`src/rtl/axis_ms_mtr_loopback_gen.sv`:
```
// Master-side loopback test generator/checker on a 32-bit AXI-Stream datapath.
// TX emits numbered Ethernet test frames; RX checks frames returned by the far-end
// loopback, optionally with DST/SRC swapped, and keeps frame and error counters.
`timescale 1ns/1ps
module axis_ms_mtr_loopback_gen #(
  parameter logic [47:0] DST_MAC     = 48'h0A_35_00_01_02_03,
  parameter logic [47:0] SRC_MAC     = 48'h0A_35_00_04_05_06,
  parameter logic [15:0] ETHERTYPE   = 16'h88B5,
  parameter int unsigned FRAME_WORDS = 16,
  parameter int unsigned IFG_CYCLES  = 12
) (
  input  logic        axis_clk,
  input  logic        axis_reset,
  input  logic        mtrlb_en,
  input  logic        mtrlb_expect_swap,
  output logic [31:0] m_axis_mtrlb_d_tdata,
  output logic [3:0]  m_axis_mtrlb_d_tkeep,
  output logic        m_axis_mtrlb_d_tvalid,
  output logic        m_axis_mtrlb_d_tlast,
  output logic        m_axis_mtrlb_d_tuser,
  input  logic        m_axis_mtrlb_d_tready,
  input  logic [31:0] s_axis_mtrlb_d_tdata,
  input  logic [3:0]  s_axis_mtrlb_d_tkeep,
  input  logic        s_axis_mtrlb_d_tvalid,
  input  logic        s_axis_mtrlb_d_tlast,
  input  logic        s_axis_mtrlb_d_tuser,
  output logic        s_axis_mtrlb_d_tready,
  output logic [31:0] frames_tx_count,
  output logic [31:0] frames_rx_count,
  output logic [15:0] err_count,
  output logic        mtrlb_activity_flash
);

  // Word index must be able to hold FRAME_WORDS itself (RX saturation value).
  localparam int unsigned WW = $clog2(FRAME_WORDS + 1);
  localparam int unsigned CW = (IFG_CYCLES > 1) ? $clog2(IFG_CYCLES + 1) : 1;
  localparam logic [WW-1:0] LastW = WW'(FRAME_WORDS - 1);
  localparam logic [WW-1:0] MaxW  = WW'(FRAME_WORDS);
  localparam logic [WW-1:0] SeqW  = WW'(3);

  // Expected content of word w; byte 0 sits in [7:0], fields in network order.
  function automatic logic [31:0] frame_word(input logic [WW-1:0] w, input logic [15:0] seq,
                                             input logic swap);
    logic [47:0] a;
    logic [47:0] b;
    logic [7:0]  base;
    a    = swap ? SRC_MAC : DST_MAC;
    b    = swap ? DST_MAC : SRC_MAC;
    base = 8'({w, 2'b00});
    if (w == WW'(0)) begin
      return {a[23:16], a[31:24], a[39:32], a[47:40]};
    end else if (w == WW'(1)) begin
      return {b[39:32], b[47:40], a[7:0], a[15:8]};
    end else if (w == WW'(2)) begin
      return {b[7:0], b[15:8], b[23:16], b[31:24]};
    end else if (w == SeqW) begin
      return {seq[7:0], seq[15:8], ETHERTYPE[7:0], ETHERTYPE[15:8]};
    end else begin
      return {base + 8'd3, base + 8'd2, base + 8'd1, base};
    end
  endfunction

  // ---------------------------------------------------------------- TX side
  typedef enum logic [1:0] {StIdle, StSend, StIfg} tx_state_e;

  tx_state_e      state_q, state_d;
  logic [WW-1:0]  tx_w_q, tx_w_d;
  logic [15:0]    tx_seq_q, tx_seq_d;
  logic [CW-1:0]  ifg_q, ifg_d;
  logic [31:0]    tx_cnt_q, tx_cnt_d;
  logic           tx_send;

  // TX state register.
  always_ff @(posedge axis_clk) begin
    if (axis_reset) begin
      state_q  <= StIdle;
      tx_w_q   <= '0;
      tx_seq_q <= '0;
      ifg_q    <= '0;
      tx_cnt_q <= '0;
    end else begin
      state_q  <= state_d;
      tx_w_q   <= tx_w_d;
      tx_seq_q <= tx_seq_d;
      ifg_q    <= ifg_d;
      tx_cnt_q <= tx_cnt_d;
    end
  end

  // TX next-state: idle -> send frame -> inter-frame gap -> send or idle.
  always_comb begin
    state_d  = state_q;
    tx_w_d   = tx_w_q;
    tx_seq_d = tx_seq_q;
    ifg_d    = ifg_q;
    tx_cnt_d = tx_cnt_q;
    unique case (state_q)
      StIdle: begin
        if (mtrlb_en) begin
          state_d = StSend;
          tx_w_d  = '0;
        end
      end
      StSend: begin
        if (m_axis_mtrlb_d_tready) begin
          if (tx_w_q == LastW) begin
            tx_seq_d = tx_seq_q + 16'd1;
            tx_cnt_d = tx_cnt_q + 32'd1;
            ifg_d    = CW'(IFG_CYCLES);
            state_d  = StIfg;
          end else begin
            tx_w_d = tx_w_q + WW'(1);
          end
        end
      end
      StIfg: begin
        // Leaving at 1 gives exactly IFG_CYCLES idle cycles; 0 still costs one cycle.
        if (ifg_q <= CW'(1)) begin
          tx_w_d  = '0;
          state_d = mtrlb_en ? StSend : StIdle;
        end else begin
          ifg_d = ifg_q - CW'(1);
        end
      end
      default: state_d = StIdle;
    endcase
  end

  // TX outputs decoded from registered state; data is zero whenever tvalid is low.
  always_comb begin
    tx_send               = (state_q == StSend);
    m_axis_mtrlb_d_tvalid = tx_send;
    m_axis_mtrlb_d_tdata  = tx_send ? frame_word(tx_w_q, tx_seq_q, 1'b0) : 32'h0;
    m_axis_mtrlb_d_tkeep  = tx_send ? 4'hF : 4'h0;
    m_axis_mtrlb_d_tlast  = tx_send && (tx_w_q == LastW);
    m_axis_mtrlb_d_tuser  = 1'b0;
  end

  // ---------------------------------------------------------------- RX side
  logic          rdy_q;
  logic [WW-1:0] rx_w_q, rx_w_d;
  logic          ferr_q, ferr_d;
  logic [15:0]   exp_seq_q, exp_seq_d;
  logic [15:0]   rx_seq_q, rx_seq_d;
  logic [31:0]   rx_cnt_q, rx_cnt_d;
  logic [15:0]   err_cnt_q, err_cnt_d;
  logic          beat, beat_err;
  logic [15:0]   recv_seq, seq_src;

  // RX state register; tready comes up the first cycle out of reset.
  always_ff @(posedge axis_clk) begin
    if (axis_reset) begin
      rdy_q     <= 1'b0;
      rx_w_q    <= '0;
      ferr_q    <= 1'b0;
      exp_seq_q <= '0;
      rx_seq_q  <= '0;
      rx_cnt_q  <= '0;
      err_cnt_q <= '0;
    end else begin
      rdy_q     <= 1'b1;
      rx_w_q    <= rx_w_d;
      ferr_q    <= ferr_d;
      exp_seq_q <= exp_seq_d;
      rx_seq_q  <= rx_seq_d;
      rx_cnt_q  <= rx_cnt_d;
      err_cnt_q <= err_cnt_d;
    end
  end

  // RX beat checking and per-frame accounting.
  always_comb begin
    rx_w_d    = rx_w_q;
    ferr_d    = ferr_q;
    exp_seq_d = exp_seq_q;
    rx_seq_d  = rx_seq_q;
    rx_cnt_d  = rx_cnt_q;
    err_cnt_d = err_cnt_q;
    beat      = s_axis_mtrlb_d_tvalid && rdy_q;
    recv_seq  = {s_axis_mtrlb_d_tdata[23:16], s_axis_mtrlb_d_tdata[31:24]};
    beat_err  = 1'b0;

    if (rx_w_q >= MaxW) begin
      beat_err = 1'b1;
    end else if (rx_w_q == SeqW) begin
      beat_err = (s_axis_mtrlb_d_tdata[15:0] != {ETHERTYPE[7:0], ETHERTYPE[15:8]}) ||
                 (recv_seq != exp_seq_q);
    end else begin
      beat_err = s_axis_mtrlb_d_tdata != frame_word(rx_w_q, exp_seq_q, mtrlb_expect_swap);
    end
    if (s_axis_mtrlb_d_tkeep != 4'hF) beat_err = 1'b1;
    if (s_axis_mtrlb_d_tlast && (rx_w_q != LastW)) beat_err = 1'b1;
    if (s_axis_mtrlb_d_tlast && s_axis_mtrlb_d_tuser) beat_err = 1'b1;

    // Sequence reference re-syncs to what was received, so one loss costs one error.
    seq_src = (rx_w_q == SeqW) ? recv_seq : rx_seq_q;

    if (beat) begin
      if (s_axis_mtrlb_d_tlast) begin
        rx_cnt_d = rx_cnt_q + 32'd1;
        if ((ferr_q || beat_err) && (err_cnt_q != 16'hFFFF)) begin
          err_cnt_d = err_cnt_q + 16'd1;
        end
        ferr_d    = 1'b0;
        rx_w_d    = '0;
        exp_seq_d = seq_src + 16'd1;
        rx_seq_d  = seq_src + 16'd1;
      end else begin
        ferr_d = ferr_q || beat_err;
        if (rx_w_q != MaxW) rx_w_d = rx_w_q + WW'(1);
        if (rx_w_q == SeqW) rx_seq_d = recv_seq;
      end
    end
  end

  assign s_axis_mtrlb_d_tready = rdy_q;
  assign frames_tx_count       = tx_cnt_q;
  assign frames_rx_count       = rx_cnt_q;
  assign err_count             = err_cnt_q;
  assign mtrlb_activity_flash  = rx_cnt_q[13];

endmodule

```
`config.mk`:
```
export PLATFORM = sky130hd
export DESIGN_NAME = axis_ms_mtr_loopback_gen
export DESIGN_NICKNAME = d
export VERILOG_FILES = /design/src/rtl/axis_ms_mtr_loopback_gen.sv
export SDC_FILE = /design/constraint.sdc
export NUM_CORES = 1
export LEC_CHECK = 0
export ABC_AREA = 1
export CORE_ASPECT_RATIO = 0.9
export CORE_UTILIZATION = 50
export CTS_CLUSTER_DIAMETER = 200
export DETAILED_ROUTE_END_ITERATION = 8
export GPL_ROUTABILITY_DRIVEN = 0
export HOLD_SLACK_MARGIN = 0.03
export PLACE_DENSITY = 0.83
export SLEW_MARGIN = 5
export SYNTH_ARGS = -nofsm -noshare
export SYNTH_HDL_FRONTEND = slang
export SYNTH_SLANG_ARGS = --single-unit
```
`constraint.sdc`:
```
create_clock -name axis_clk -period 2.56 [get_ports axis_clk]
set_input_delay 0.384 -clock axis_clk [delete_from_list [all_inputs] [get_ports axis_clk]]
set_output_delay 0.384 -clock axis_clk [all_outputs]
set_load 0.005 [all_outputs]
```
==> flow_summary_export.csv <==
group,metric,value,unit
run_status,status,"finished with violations",
run_status,violations,"negative setup slack",
routing,firstDrtPassIters,5,
sta,maxSlewViolCount,0,
clock_tree,cts_buffers,17,
sta,worst_slew_pin_slew,566,ps
routing,vias,9733,
cells_and_area,multi_input_area,5010,um^2
placed_design,post-dp-hpwl,18300,um
clock_tree,postCtsHoldBufs,0,
sta,fin_worst_skew,12.9,ps
global_route,grt_pass1_vias,8998,
synth,synth-edff-count,0,
critical_path,path_buf_inv,6,
global_route,grt.overflow.total,0,
routing,wl_per_cell,14.3,um
global_route,grt_max_degree,45,
clock_tree,cts-root-buf,"clkbuf_16",
hold_path,hp-class,"primary input to register",
synth,yosysSeqAreaShare,33.6,%
cells_and_area,syn2layout_area_growth,35.4,%
floorplanning,fp-row-count,45,
sta,rsz0062_at_grt,"true",
clock_tree,cts-htree-levels,4,
power_and_ir_drop,power_leakage,0.00485,uW
global_route,grt_pass1_wl,41700,um
routing,drtAntennaViolNets,0,
floorplanning,initial_core_util,51.3,%
synth,syn_area_per_cell,6.50,um^2
synth,ys_seq_elements,146,
placed_design,port_buffers,162,
sta,hold_viol,0,
sta,fin_crit,2650,ps
clock_tree,cts_tree,"done",
routing,drc,0,
run,drv_cap,0,
critical_path,cp_slowest_cell,"clkdlybuf4s50_1",
sta,fmax,378,MHz
clock_tree,cts_buffer_depth,2,
cells_and_area,fin_cells,1802,
sta,post-route-period-util,103,%
routing,avgViaCountPerCell,5.40,
floorplanning,dieArea,17900,um^2
synth,synth_area,8690,um^2
critical_path,start_kind,"register",
floorplanning,core_region_area,16900,um^2
critical_path,cpMostUsedCell,"nor2_4",
synth,async_flop_share,0,%
sta,tns,-86.3,ps
sta,slew_headroom,62.3,%
floorplanning,die_w,141,um
floorplanning,die_h,127,um
routing,drt_iter0_markers,676,
critical_path,cp.required,2180,ps
clock_tree,cts.sinks,146,
clock_tree,cts.clk_slew.worst_paths,60,ps
sta,setup_viol,1,
power_and_ir_drop,peakVddDrop,0.000455,V
critical_path,arrival,2260,ps
synth,synth.distinct_cells,49,
cells_and_area,mostFrequentLayoutCells,"279 x nand2_1, 186 x inv_1, 140 x dfxtp_1",
critical_path,cp_top_family,"buffers and inverters",
floorplanning,ios,165,
cells_and_area,fin_nets,1615,
global_route,antenna_found_initial,0,
global_route,grt_use_total,28.4,%
critical_path,cpPeakStageDelay,430,ps
cells_and_area,layout_commonest_cell,"nand2_1",
cells_and_area,drive_gt1_share,12.8,%
cells_and_area,fin_util,69.5,%
synth,synth_flop_cell,"dfxtp_1",
critical_path,crit_type,"register to primary output",
cells_and_area,final.fill_count,1365,
synth,syn_inst,1337,
critical_path,end_kind,"primary output",
routing,drt-total-wl,25700,um
cells_and_area,antennaDiodeCount,0,
clock_tree,clkLatencyLatePin,430,ps
sta,setup_ws,-86.3,ps
placed_design,place_inst,1757,
power_and_ir_drop,p_per_area,452,nW/um^2
critical_path,path_max_fanout,5,
critical_path,cp_cell_sequence,"nor2_4, inv_1, nor2_4, inv_2, nor2_4, inv_2, buf_4, nand2_1, nand2_1, o21ai_2, inv_1, clkdlybuf4s50_1",
synth,yosys_warnings,0,
cells_and_area,ff_latch_area,2930,um^2
[final cells by class]
cell class | instances | share of cell area (%)
multi-input cells | 950 | 42.5
flip-flops and latches | 146 | 24.9
repair buffers | 236 | 18.7
inverters | 203 | 6.47
clock inverters | 15 | 1.25
clock buffers | 17 | 3.61
well taps | 235 | 2.50
[layer usage]
layer | GRT usage, % | up-vias | part of all wire, %
li1 | - | 4824 | -
met1 | 36.5 | 4449 | 44
met2 | 48.1 | 415 | 46
met3 | 6.30 | 45 | 7.8
met4 | 7.42 | 0 | 1.8
met5 | 0 | - | 0
[where the power goes]
group / internal [uW] / switching [uW]
combinational: 255 / 330
sequential: 2280 / 10.6
clock: 1370 / 1080
total: 3910 / 1420
[path summary, 6_finish.rpt]
| kind | start | to | slack (ps) | cells past startpoint |
|---|---|---|---|---|
| max | tx_w_q[2] | m_axis_mtrlb_d_tdata[18] | -90 | 12 |
| min | axis_reset | s_axis_mtrlb_d_tready | 310 | 2 |
| max reg2reg | tx_w_q[0] | frames_tx_count[30] | 150 | 13 |
| min reg2reg | frames_tx_count[31] | frames_tx_count[31] | 470 | 2 |
[what timing repair did]
| item | in CTS | in global routing |
|---|---|---|
| cloned | 0 | 1 |
| pin swaps | 2 | 11 |
| setup endpoints to repair | 27 | 73 |
| endpoints found under the hold margin | 0 | 0 |
| buffers inserted | 3 | 9 |
| gates resized for setup | 40 | 66 |
[cells by family (layout without fill, tap and decap cells)]
kind of cell | Yosys count | after routing | synth area share (%)
AND/OR/NAND/NOR | 664 | 665 | 34.3
buffers and inverters | 243 | 471 | 11.3
AO/OA/AOI/OAI | 230 | 230 | 14.6
flip-flops | 146 | 146 | 33.6
XOR/XNOR | 36 | 36 | 3.63
adder cells (fa/ha/maj) | 17 | 17 | 2.45
other | 1 | 2 | 0.0431
[cells in the mapped netlist, types with 3 or more instances]
master / number / area [um^2]
o21a_1: 10 / 75.1
xor2_1: 24 / 210
dfxtp_1: 146 / 2920
buf_4: 9 / 67.6
o21ai_1: 3 / 15.0
a21oi_1: 100 / 500
nand2_2: 3 / 18.8
clkbuf_1: 22 / 82.6
nor3_1: 58 / 290
nor3b_1: 6 / 45.0
o22ai_1: 16 / 100
xnor2_1: 12 / 105
o211ai_1: 3 / 22.5
inv_1: 196 / 736
nand4_1: 42 / 263
or2_2: 5 / 31.3
nor2_1: 141 / 529
nor4_1: 13 / 81.3
inv_2: 3 / 11.3
nor2_2: 6 / 37.5
nand2_1: 288 / 1080
buf_6: 5 / 56.3
nand3b_1: 5 / 37.5
clkinv_1: 4 / 15.0
o21ai_0: 72 / 360
nand3_1: 82 / 410
ha_1: 17 / 213
a211oi_1: 7 / 52.6
a31oi_1: 11 / 68.8
[worst reg2reg max path, delay by kind of cell, from the launching register on]
family	cells	cell delay (ps)
fa+ha+maj	2	440
buf+inv	2	170
flops	1	330
simple gates	9	1350
[state kept, by name, summed over array words and instances (netlist names), 5 cells and up]
name / cells
frames_rx_count: 32
rx_seq_q: 16
exp_seq_q: 16
tx_w_q: 5
err_count: 16
tx_seq_q: 16
rx_w_q: 5
frames_tx_count: 32
[metrics by stage]
| step | power, uW | hold slack [ps] | cell area [um^2] | worst slack, ps |
|---|---|---|---|---|
| floorplan | 2610 | 445 | 8700 | 216 |
| global placement | 2870 | 450 | 10900 | 21.8 |
| detailed placement | 2870 | 459 | 10900 | -22.7 |
| CTS | 5310 | 311 | 11500 | -114 |
| global route | 5500 | 327 | 11800 | -191 |
| finish | 5320 | 309 | 11800 | -86.3 |
No activity file was read; power rests on OpenSTA's default activity.
